===== config.mk =====
export PLATFORM = sky130hd
export DESIGN_NAME = rr_grant_arbiter
export DESIGN_NICKNAME = d
export VERILOG_FILES = /design/src/rtl/rr_grant_arbiter.sv
export SDC_FILE = /design/constraint.sdc
export NUM_CORES = 1
export LEC_CHECK = 0
export CELL_PAD_IN_SITES_DETAIL_PLACEMENT = 1
export CELL_PAD_IN_SITES_GLOBAL_PLACEMENT = 1
export CORE_ASPECT_RATIO = 1.5
export CORE_UTILIZATION = 45
export CTS_BUF_LIST = sky130_fd_sc_hd__clkbuf_2
export CTS_CLUSTER_DIAMETER = 100
export DETAILED_ROUTE_END_ITERATION = 8
export PLACE_DENSITY_LB_ADDON = 0.2
export SYNTH_ARGS = -nofsm -noshare
export SYNTH_HDL_FRONTEND = slang
export SYNTH_SLANG_ARGS = --single-unit

===== constraint.sdc =====
create_clock -name clk -period 4.4 [get_ports clk]
set_input_delay 0.88 -clock clk [delete_from_list [all_inputs] [get_ports clk]]
set_output_delay 0.88 -clock clk [all_outputs]
set_load 0.005 [all_outputs]

===== src/rtl/rr_grant_arbiter.sv =====
// Registered 8-way round-robin arbiter driving the one-hot encoder DATA input.
// grant is always zero or one-hot; valid qualifies it and timeout flags hold-limit revocation.
module rr_grant_arbiter #(
    parameter int unsigned MAX_HOLD = 16,
    parameter int unsigned CNT_W    = 8
) (
    input  logic       clk,
    input  logic       rst,
    input  logic [7:0] req,
    input  logic       done,
    output logic [7:0] grant,
    output logic       valid,
    output logic       timeout
);
    // state | meaning
    // IDLE  | no grant active; next requester chosen by scanning req from ptr
    // BUSY  | grant to idx held until done, requester drop or hold limit

    typedef enum logic {
        IDLE = 1'b0,
        BUSY = 1'b1
    } state_t;

    localparam logic [CNT_W-1:0] HOLD_LAST = (MAX_HOLD == 0) ? '0 : CNT_W'(MAX_HOLD - 1);

    state_t           state_q, state_d;
    logic [2:0]       ptr_q, ptr_d;
    logic [2:0]       idx_q, idx_d;
    logic [CNT_W-1:0] hcnt_q, hcnt_d;
    logic [7:0]       grant_d;
    logic             valid_d;
    logic             timeout_d;
    logic [2:0]       pick;
    logic             rel_done;
    logic             rel_drop;
    logic             rel_to;

    // Walk from ptr+7 down to ptr so the lowest rotated offset wins.
    always_comb begin
        pick = ptr_q;
        for (int i = 7; i >= 0; i--) begin
            if (req[ptr_q + 3'(i)]) begin
                pick = ptr_q + 3'(i);
            end
        end
    end

    assign rel_done = done;
    assign rel_drop = ~req[idx_q];
    assign rel_to   = (MAX_HOLD != 0) && (hcnt_q == HOLD_LAST);

    always_comb begin
        state_d   = state_q;
        ptr_d     = ptr_q;
        idx_d     = idx_q;
        hcnt_d    = hcnt_q;
        grant_d   = grant;
        valid_d   = valid;
        timeout_d = 1'b0;
        case (state_q)
            IDLE: begin
                if (|req) begin
                    grant_d = 8'b1 << pick;
                    idx_d   = pick;
                    valid_d = 1'b1;
                    hcnt_d  = '0;
                    state_d = BUSY;
                end
            end
            BUSY: begin
                hcnt_d = hcnt_q + 1'b1;
                if (rel_done || rel_drop || rel_to) begin
                    grant_d   = 8'h00;
                    valid_d   = 1'b0;
                    ptr_d     = idx_q + 3'd1;
                    timeout_d = rel_to && !rel_done && !rel_drop;
                    state_d   = IDLE;
                end
            end
            default: begin
                grant_d = 8'h00;
                valid_d = 1'b0;
                state_d = IDLE;
            end
        endcase
    end

    always_ff @(posedge clk) begin
        if (rst) begin
            state_q <= IDLE;
            ptr_q   <= 3'd0;
            idx_q   <= 3'd0;
            hcnt_q  <= '0;
            grant   <= 8'h00;
            valid   <= 1'b0;
            timeout <= 1'b0;
        end else begin
            state_q <= state_d;
            ptr_q   <= ptr_d;
            idx_q   <= idx_d;
            hcnt_q  <= hcnt_d;
            grant   <= grant_d;
            valid   <= valid_d;
            timeout <= timeout_d;
        end
    end

endmodule


==> results of run 1 <==
-- kinds of logic (layout without fill, tap and decap cells) --
logic type	count (synthesis)	count (layout)	synth area share
flip-flops	25	25	0.254
XOR/XNOR	4	4	0.0178
multiplexers	36	36	0.271
AND/OR/NAND/NOR	77	77	0.194
buffers and inverters	16	32	0.0349
AO/OA/AOI/OAI	58	58	0.203
adder cells (fa/ha/maj)	4	4	0.0254
-- final timing paths --
path	depth (start not counted)	to	slack (ns)	from
setup reg to reg	8	grant[4]	1.29	ptr_q[0]
setup / recovery	7	grant[4]	1.01	req[1]
hold / removal	2	grant[6]	0.49	grant[6]
hold reg to reg	2	grant[6]	0.49	grant[6]
-- worst register-to-register path: cells and delay by family (launching register included) --
family                   cells  cell delay (ns)
buffers and inverters        1             0.11
AND/OR/NAND/NOR              1             0.08
AO/OA/AOI/OAI                3             1.13
adder cells (fa/ha/maj)      1             0.53
multiplexers                 2             0.81
flip-flops                   1             0.38
-- per-layer routing --
metal / track usage / share of wire / wire [um] / vias to the layer above
met5: 0 / 0 / 0 / -
met4: 0.120 / 0.043 / 224 / 0
met3: 0.0125 / 0.011 / 60 / 12
met2: 0.443 / 0.54 / 2850 / 29
met1: 0.247 / 0.40 / 2130 / 907
li1: - / - / - / 878
-- registers in the layout, summed over array words and instances (netlist names) --
signal,cells
valid,1
state_q,1
timeout,1
idx_q,3
hcnt_q,8
grant,8
ptr_q,3
-- through the flow --
stage          cells  power [mW]  cell area [um2]  hold WS (ns)  worst slack, ns
3_5_place_dp     278       0.674             2200         0.455            0.663
3_3_place_gp     278       0.657             2200         0.440            0.837
5_1_grt          282       0.812             2220         0.502            0.912
6_report         282       0.758             2220         0.487             1.01
4_1_cts          282       0.765             2220         0.481             1.04
2_1_floorplan    220       0.559             1970         0.449             1.31
-- area by class of cell --
type / count / area (um2) / area share
clock buffers: 4 / 20.0 / 0.00902
inverters: 6 / 22.5 / 0.0102
multi-input cells: 179 / 1400 / 0.632
flip-flops and latches: 25 / 500 / 0.226
well taps: 46 / 57.6 / 0.0259
repair buffers: 22 / 215 / 0.0970
-- power by group through the flow --
stage / clock network (mW) / logic (mW) / registers [mW]
CTS: 0.0940 / 0.403 / 0.268
detailed placement: 0 / 0.401 / 0.273
global route: 0.105 / 0.437 / 0.271
finish: 0.0887 / 0.402 / 0.267
floorplan: 0 / 0.291 / 0.268
global placement: 0 / 0.385 / 0.272
-- layout by cell type, fill, tap and decap left out, types with 3 or more instances in the layout --
| cell | n |
|---|---|
| nor4_1 | 3 |
| nor2_1 | 26 |
| a21o_1 | 3 |
| nand3_1 | 8 |
| ha_1 | 4 |
| dfxtp_1 | 25 |
| clkbuf_2 | 4 |
| o21ai_0 | 7 |
| mux2i_1 | 14 |
| nand2b_1 | 3 |
| o31ai_1 | 3 |
| o22a_1 | 3 |
| inv_1 | 6 |
| mux2_2 | 11 |
| a21oi_1 | 18 |
| and4_1 | 3 |
| mux4_1 | 6 |
| mux4_2 | 5 |
| xnor2_1 | 3 |
| nand2_1 | 18 |
| clkdlybuf4s50_1 | 20 |
==> impl_metrics.toml, run 1 <==
[global_routing]
grt_max_degree = 24
antenna_found_initial = 0
grt_pass1_wl_mm = 8.61
track_usage = 0.232
overflow = 0
grt_pass1_vias = 1820

[routing]
drtAntennaViolNets = 0
firstDrtPassIters = 4
vias_per_cell = 6.48
initialDrtViolationCount = 59
avgRoutedWirePerCell_um = 18.7
vias = 1826
drc = 0
routed_wl_mm = 5.27

[timing]
setup_viol = 0
rsz0062_at_grt = "no"
hold_viol = 0
finClkSkew_ns = 0.00724
tightest_slew_ns = 0.865
tns_ns = 0
fmax_mhz = 295
maxSlewHeadroom = 0.423
min_period_ns = 3.39
fin_crit_sh = 0.770
slew_violations = 0

[power_and_ir_drop]
p_leak_nw = 0.795
p_seq_frac = 0.352
clkPwrFrac = 0.117
cellInternalPower_mw = 0.453
powerDensity_nw_per_um2 = 342
vdd_drop_max_uv = 253
switchingPower_mw = 0.306
comb_power_share = 0.531
switching_share = 0.403

[setup_path]
cp.arrival_ns = 3.64
startpoint_type = "primary input"
cp_max_fo = 9
cp-end-kind = "register"
cpMaxStageDelayCell = "mux4_1"
critPathTopFamily = "compound AO/OA/AOI/OAI gates"
critical_path_required_ns = 4.65
max_stage_delay_ns = 0.67
worstPathCellList = "clkdlybuf4s50_1 -> mux4_1 -> mux2_2 -> a2111oi_0 -> o311a_1 -> nor2_1 -> o31ai_1"
crit_type = "in -> reg"
path_buf_inv = 1

[cells_and_area]
syn_to_final_growth_pct = 12.5
post-route-util = 0.527
n_antenna_cell = 0
nFillCells = 506
layout.nets = 252
drive_gt1_frac = 0.127

[clock_network]
cts_buffers = 3
cts_hold_buf = 0
clock_latency_ns = 0.34
cts-root-buf = "clkbuf_2"
cts_resized = 0
post-cts-setup-buffers = 0
cts_tree = "yes"
cts.htree.levels = 1
path_clk_slew_ns = 0.21
clock_path_buffers = 2
cts_sinks = 25

[placed_design]
dp_hpwl_mm = 4.18
place_congestion = 1.00
io_buffers = 20

[synth]
syn_avg_cell_area_um2 = 8.96
synth_area_leaders = "dfxtp_1 25%, mux4_1 8.0%, mux2i_1 7.1%"
ys_ff_latch = 25
synth_nets = 235
ys_warn_count = 0
synth_most_common_cell = "nor2_1"
synth_ff_type = "dfxtp_1"
syn-instance-count = 220
synth_top_area_cell = "dfxtp_1"
synth_common_cells = "26 x nor2_1, 25 x dfxtp_1, 18 x a21oi_1, 18 x nand2_1, 14 x mux2i_1"
yosysTopAreaCellShare = 0.254
synth_edf_count = 0
ys_types = 51
synth_area_um2 = 1970
async_flop_share = 0
ys_seq_area_frac = 0.254

[die]
die_w_um = 56.1
fp-row-count = 29
start_util = 0.468
die_y_um = 83.1
fp.coreArea_um2 = 4210
ios = 21
die-area_um2 = 4660

[status]
outcome = "finished clean"

[hold_path]
hold_class = "reg -> reg"

[flow_run]
cap_violations = 0
No activity file was read; power rests on OpenSTA's default activity.
==> inputs of run 2 (changes only) <==
==> constraint.sdc (replaced) <==
create_clock -name clk -period 3.4 [get_ports clk]
set_input_delay 0.68 -clock clk [delete_from_list [all_inputs] [get_ports clk]]
set_output_delay 0.68 -clock clk [all_outputs]
set_load 0.005 [all_outputs]
==> impl_metrics.toml, run 2 (synthesis gave the netlist of run 1 again) <==
[status]
outcome = "finished clean"

[power_and_ir_drop]
powerDensity_nw_per_um2 = 444
total_power_mw = 1.03
p_leak_nw = 0.867
vdd_drop_max_uv = 259

[die]
fp.coreArea_um2 = 4210
start_util = 0.468
die-area_um2 = 4660
fp-row-count = 29
die_y_um = 83.1
ios = 21
die_w_um = 56.1

[cells_and_area]
n_antenna_cell = 0
final_common_cell = "nor2_1"
syn_to_final_growth_pct = 18.2
layout.nets = 267
top_regs = "grant x8, hcnt_q x8"
layout_common_cells = "26 x nor2_1, 25 x dfxtp_1, 20 x clkdlybuf4s50_1"
design_area_um2 = 2330
drive_gt1_frac = 0.179

[clock_network]
cts_tree = "yes"
cts_sinks = 25
clock_latency_ns = 0.34
cts_hold_buf = 0
cts-root-buf = "clkbuf_2"
cts.htree.levels = 1
clock_path_buffers = 2
cts_buffers = 3
path_clk_slew_ns = 0.24
post-cts-setup-buffers = 0
cts_resized = 0

[timing]
rsz0062_at_grt = "no"
fin_crit_sh = 0.906
hold_viol = 0
finClkSkew_ns = 0.00646
slew_violations = 0
min_period_ns = 3.08
tightest_slew_ns = 0.609
setup_ws_ns = 0.321
maxSlewHeadroom = 0.594
fmax_mhz = 325
setup_viol = 0

[placed_design]
place_area_um2 = 2310
pre_cts_slack_ns = -0.0760
io_buffers = 20
place_congestion = 0.897
dp_hpwl_mm = 4.71

[routing]
avgRoutedWirePerCell_um = 19.9
initialDrtViolationCount = 81
drc = 0
drtAntennaViolNets = 0
routed_wl_mm = 5.92
vias = 1926
vias_per_cell = 6.48
firstDrtPassIters = 4

[global_routing]
antenna_found_initial = 0
grt_max_degree = 24
grt_pass1_wl_mm = 9.89
grt_pass1_vias = 2113
track_usage = 0.264
overflow = 0

[setup_path]
cp-end-kind = "register"
worst_path_most_repeated_cell = "nor2_1"
path_buf_inv = 2
cp_max_fo = 11
max_stage_delay_ns = 0.55
startpoint_type = "register"
critPathTopFamily = "compound AO/OA/AOI/OAI gates"
crit_type = "reg -> reg"
critical_path_required_ns = 3.68
worstPathCellList = "inv_1 -> ha_1 -> mux4_1 -> mux2i_1 -> nor2_1 -> a2111oi_0 -> buf_4 -> o311a_1 -> nor2_1 -> o31ai_1"
cp.arrival_ns = 3.35
cpMaxStageDelayCell = "ha_1"

[hold_path]
hold_class = "reg -> reg"

[flow_run]
cap_violations = 0
==> run 2: changes by cell type in the layout (fill, tap and decap cells not counted), sizes merged <==
cell	change
buf	+15
clkbuf	-1
clkinv	+1
==> run 2: worst reg2reg max path, stage by stage, from the launching register on <==
cell,delay (ns)
dfxtp_1,0.38
inv_1,0.10
ha_1,0.55
mux4_1,0.49
mux2i_1,0.23
nor2_1,0.09
a2111oi_0,0.45
buf_4,0.19
o311a_1,0.20
nor2_1,0.08
o31ai_1,0.25
==> run 2: area by class of cell <==
type | count | area, um2
multi-input combinational | 179 | 1400
sequential | 25 | 500
tap | 46 | 57.6
clock inverter | 1 | 5.00
inverter | 6 | 22.5
fill | 522 | 1880
clock buffer | 3 | 15.0
timing repair buffer | 37 | 328
==> run 2: final timing paths <==
kind / endpoint / depth (start not counted) / start / slack (ns)
worst min-delay path: grant[4] / 2 / grant[4] / 0.49
worst max register to register: grant[0] / 10 / ptr_q[0] / 0.32
worst max-delay path: grant[0] / 10 / ptr_q[0] / 0.32
worst min register to register: grant[4] / 2 / grant[4] / 0.49
==> run 2: metrics by stage <==
step | setup TNS [ns] | hold WS, ns | std cells | util
2_1_floorplan | 0 | 0.449 | 220 | -
3_3_place_gp | 0 | 0.437 | 293 | 0.549
3_5_place_dp | -0.235 | 0.457 | 293 | 0.549
4_1_cts | 0 | 0.484 | 297 | 0.554
5_1_grt | 0 | 0.513 | 297 | 0.554
6_report | 0 | 0.487 | 297 | 0.554
==> run 2: power breakdown <==
group          total [mW]  switching, mW  internal (mW)  leakage (nW)
Sequential          0.347         0.0267          0.320         0.203
Combinational       0.572          0.305          0.267         0.647
Clock               0.116         0.0892         0.0267        0.0164
Total                1.03          0.421          0.614         0.867
==> run 2: layer usage <==
metal | vias to the layer above | track usage | part of all wire
met4 | 0 | 0.142 | 0.037
met5 | - | 0 | 0
li1 | 915 | - | -
met1 | 951 | 0.274 | 0.37
met2 | 42 | 0.505 | 0.57
met3 | 18 | 0.0234 | 0.022
==> inputs of run 3 (changes only) <==
--- a/config.mk
+++ b/config.mk
@@ -8,8 +8,7 @@
 export CELL_PAD_IN_SITES_DETAIL_PLACEMENT = 1
 export CELL_PAD_IN_SITES_GLOBAL_PLACEMENT = 1
 export CORE_ASPECT_RATIO = 1.5
-export CORE_UTILIZATION = 45
-export CTS_BUF_LIST = sky130_fd_sc_hd__clkbuf_2
+export CORE_UTILIZATION = 43
 export CTS_CLUSTER_DIAMETER = 100
 export DETAILED_ROUTE_END_ITERATION = 8
 export PLACE_DENSITY_LB_ADDON = 0.2
==> constraint.sdc (replaced) <==
create_clock -name clk -period 2.9 [get_ports clk]
set_input_delay 0.58 -clock clk [delete_from_list [all_inputs] [get_ports clk]]
set_output_delay 0.58 -clock clk [all_outputs]
set_load 0.005 [all_outputs]
==> impl_metrics.toml, run 3 (synthesis gave the netlist of run 1 again) <==
[die]
die_y_um = 84.9
fp-row-count = 29
ios = 21
die_w_um = 57.3
die-area_um2 = 4870
start_util = 0.457
fp.coreArea_um2 = 4320

[cells_and_area]
final_common_cell = "buf_4"
syn_to_final_growth_pct = 31.5
nFillCells = 494
top_regs = "grant x8, hcnt_q x8"
design_area_um2 = 2590
layout_common_cells = "35 x buf_4, 26 x nor2_1, 24 x dfxtp_1"
n_antenna_cell = 0
regArea_um2 = 502
layout.nets = 287
multi_input_area_um2 = 1440
drive_gt1_frac = 0.269
instances_no_fill = 317

[status]
violations = "design-rule violations"
outcome = "finished with violations"

[global_routing]
grt_max_degree = 24
track_usage = 0.255
grt_pass1_wl_mm = 9.57
antenna_found_initial = 0
grt_pass1_vias = 2069
overflow = 0

[setup_path]
crit_type = "reg -> reg"
cp-end-kind = "register"
regToRegSetupSlack_ns = 0.12
cpMaxStageDelayCell = "xnor2_1"
cp_max_fo = 21
critical_path_required_ns = 3.10
max_stage_delay_ns = 0.46
rr_startpoint = "ptr_q[0]"
worstPathCellList = "buf_12 -> ha_1 -> xnor2_1 -> mux2_4 -> o21bai_1 -> a21oi_1 -> o211ai_4 -> or3_4 -> o21ai_2"
r2r_cells = 9
cp.arrival_ns = 2.98
startpoint_type = "register"
reg2reg_to = "grant[6]"

[power_and_ir_drop]
switching_share = 0.376
switchingPower_mw = 0.530
vdd_drop_max_uv = 421
powerDensity_nw_per_um2 = 544
cellInternalPower_mw = 0.880
total_power_mw = 1.41
comb_power_share = 0.570
clkPwrFrac = 0.142
p_leak_nw = 1.04
p_seq_frac = 0.288

[clock_network]
cts_hold_buf = 0
cts.htree.levels = 1
post-cts-setup-buffers = 0
cts_tree = "yes"
clock_latency_ns = 0.26
cts_sinks = 25
path_clk_slew_ns = 0.08
cts-root-buf = "clkbuf_8"
cts_buffers = 3
clock_path_buffers = 2

[routing]
vias = 1936
vias_per_cell = 6.11
routed-wl-met2_mm = 3.29
wl_met1_mm = 2.37
routed_wl_mm = 5.95
wl_met3_um = 113
drtAntennaViolNets = 0
initialDrtViolationCount = 135
avgRoutedWirePerCell_um = 18.8
firstDrtPassIters = 6
drc = 2
maxUsedRoutingLayer = "met4"

[timing]
fmax_mhz = 360
tightest_slew_ns = 0.541
fin_crit_sh = 0.958
finClkSkew_ns = 0.00262
maxSlewHeadroom = 0.636
setup_viol = 0
slew_violations = 0
min_period_ns = 2.78
hold_viol = 0

[placed_design]
place_area_um2 = 2480
dp.cells = 313
dp_hpwl_mm = 4.51
io_buffers = 20
place_congestion = 0.863

[hold_path]
holdPathEnd = "grant[2]"
hold_depth = 2
hold_class = "reg -> reg"
min_from = "grant[2]"

[flow_run]
cap_violations = 0
[run 3: cell count changes in the layout (fill, tap and decap cells not counted), moves of 2 or more]
cell / before / now
buf_12: 0 / 2
buf_4: 17 / 35
clkbuf_2: 3 / 0
clkbuf_8: 0 / 3
clkdlybuf4s50_1: 20 / 12
dlymetal6s2s_1: 0 / 8
mux4_1: 6 / 3
mux4_2: 5 / 8
[run 3: layer usage]
metal,up-vias,GRT usage
met5,-,0
met4,0,0.111
met3,14,0.0290
met2,32,0.494
met1,947,0.267
li1,943,-
[run 3: per-stage QoR]
| stage | hold WS [ns] | setup TNS [ns] | util | worst slack, ns |
|---|---|---|---|---|
| floorplan | 0.449 | 0 | - | 0.0715 |
| global placement | 0.440 | -2.32 | 0.575 | -0.278 |
| detailed placement | 0.448 | -3.60 | 0.575 | -0.438 |
| CTS | 0.464 | -0.00913 | 0.591 | -0.00737 |
| global route | 0.484 | -0.0525 | 0.601 | -0.0375 |
| finish | 0.458 | 0 | 0.601 | 0.123 |
[run 3: power groups by stage]
| stage | clock, mW | sequential (mW) | combinational (mW) |
|---|---|---|---|
| global placement | 0 | 0.413 | 0.727 |
| CTS | 0.210 | 0.407 | 0.774 |
| finish | 0.200 | 0.407 | 0.804 |
| floorplan | 0 | 0.407 | 0.446 |
| global route | 0.220 | 0.411 | 0.867 |
| detailed placement | 0 | 0.415 | 0.746 |
[run 3: area by class of cell]
class / count / area share
clock buffers: 4 / 0.0174
inverters: 6 / 0.00868
multi-input cells: 179 / 0.557
flip-flops and latches: 25 / 0.193
well taps: 46 / 0.0222
repair buffers: 57 / 0.202
[run 3: critical path: cells and delay by family (launching register included)]
kind | cells | cell delay [ns]
XOR/XNOR | 1 | 0.46
buffers and inverters | 1 | 0.17
multiplexers | 1 | 0.39
adder cells (fa/ha/maj) | 1 | 0.23
AND/OR/NAND/NOR | 1 | 0.42
flip-flops | 1 | 0.34
AO/OA/AOI/OAI | 4 | 0.70
[run 3: timing repair]
action                     in CTS  in global routing
resized for setup               3                 16
hold endpoints to repair        0                  0
pin swaps                       0                  2
setup endpoints to repair       9                 10
[run 3: how the worst max path moves through the flow]
stage / from / to / slack [ns] / depth (start not counted)
floorplan: ptr_q[1] / grant[6] / 0.07 / 11
global placement: req[4] / grant[3] / -0.28 / 8
detailed placement: req[4] / grant[7] / -0.44 / 8
CTS: req[4] / grant[1] / -0.007 / 8
global route: ptr_q[0] / idx_q[0] / -0.04 / 10
finish: ptr_q[0] / grant[6] / 0.12 / 9
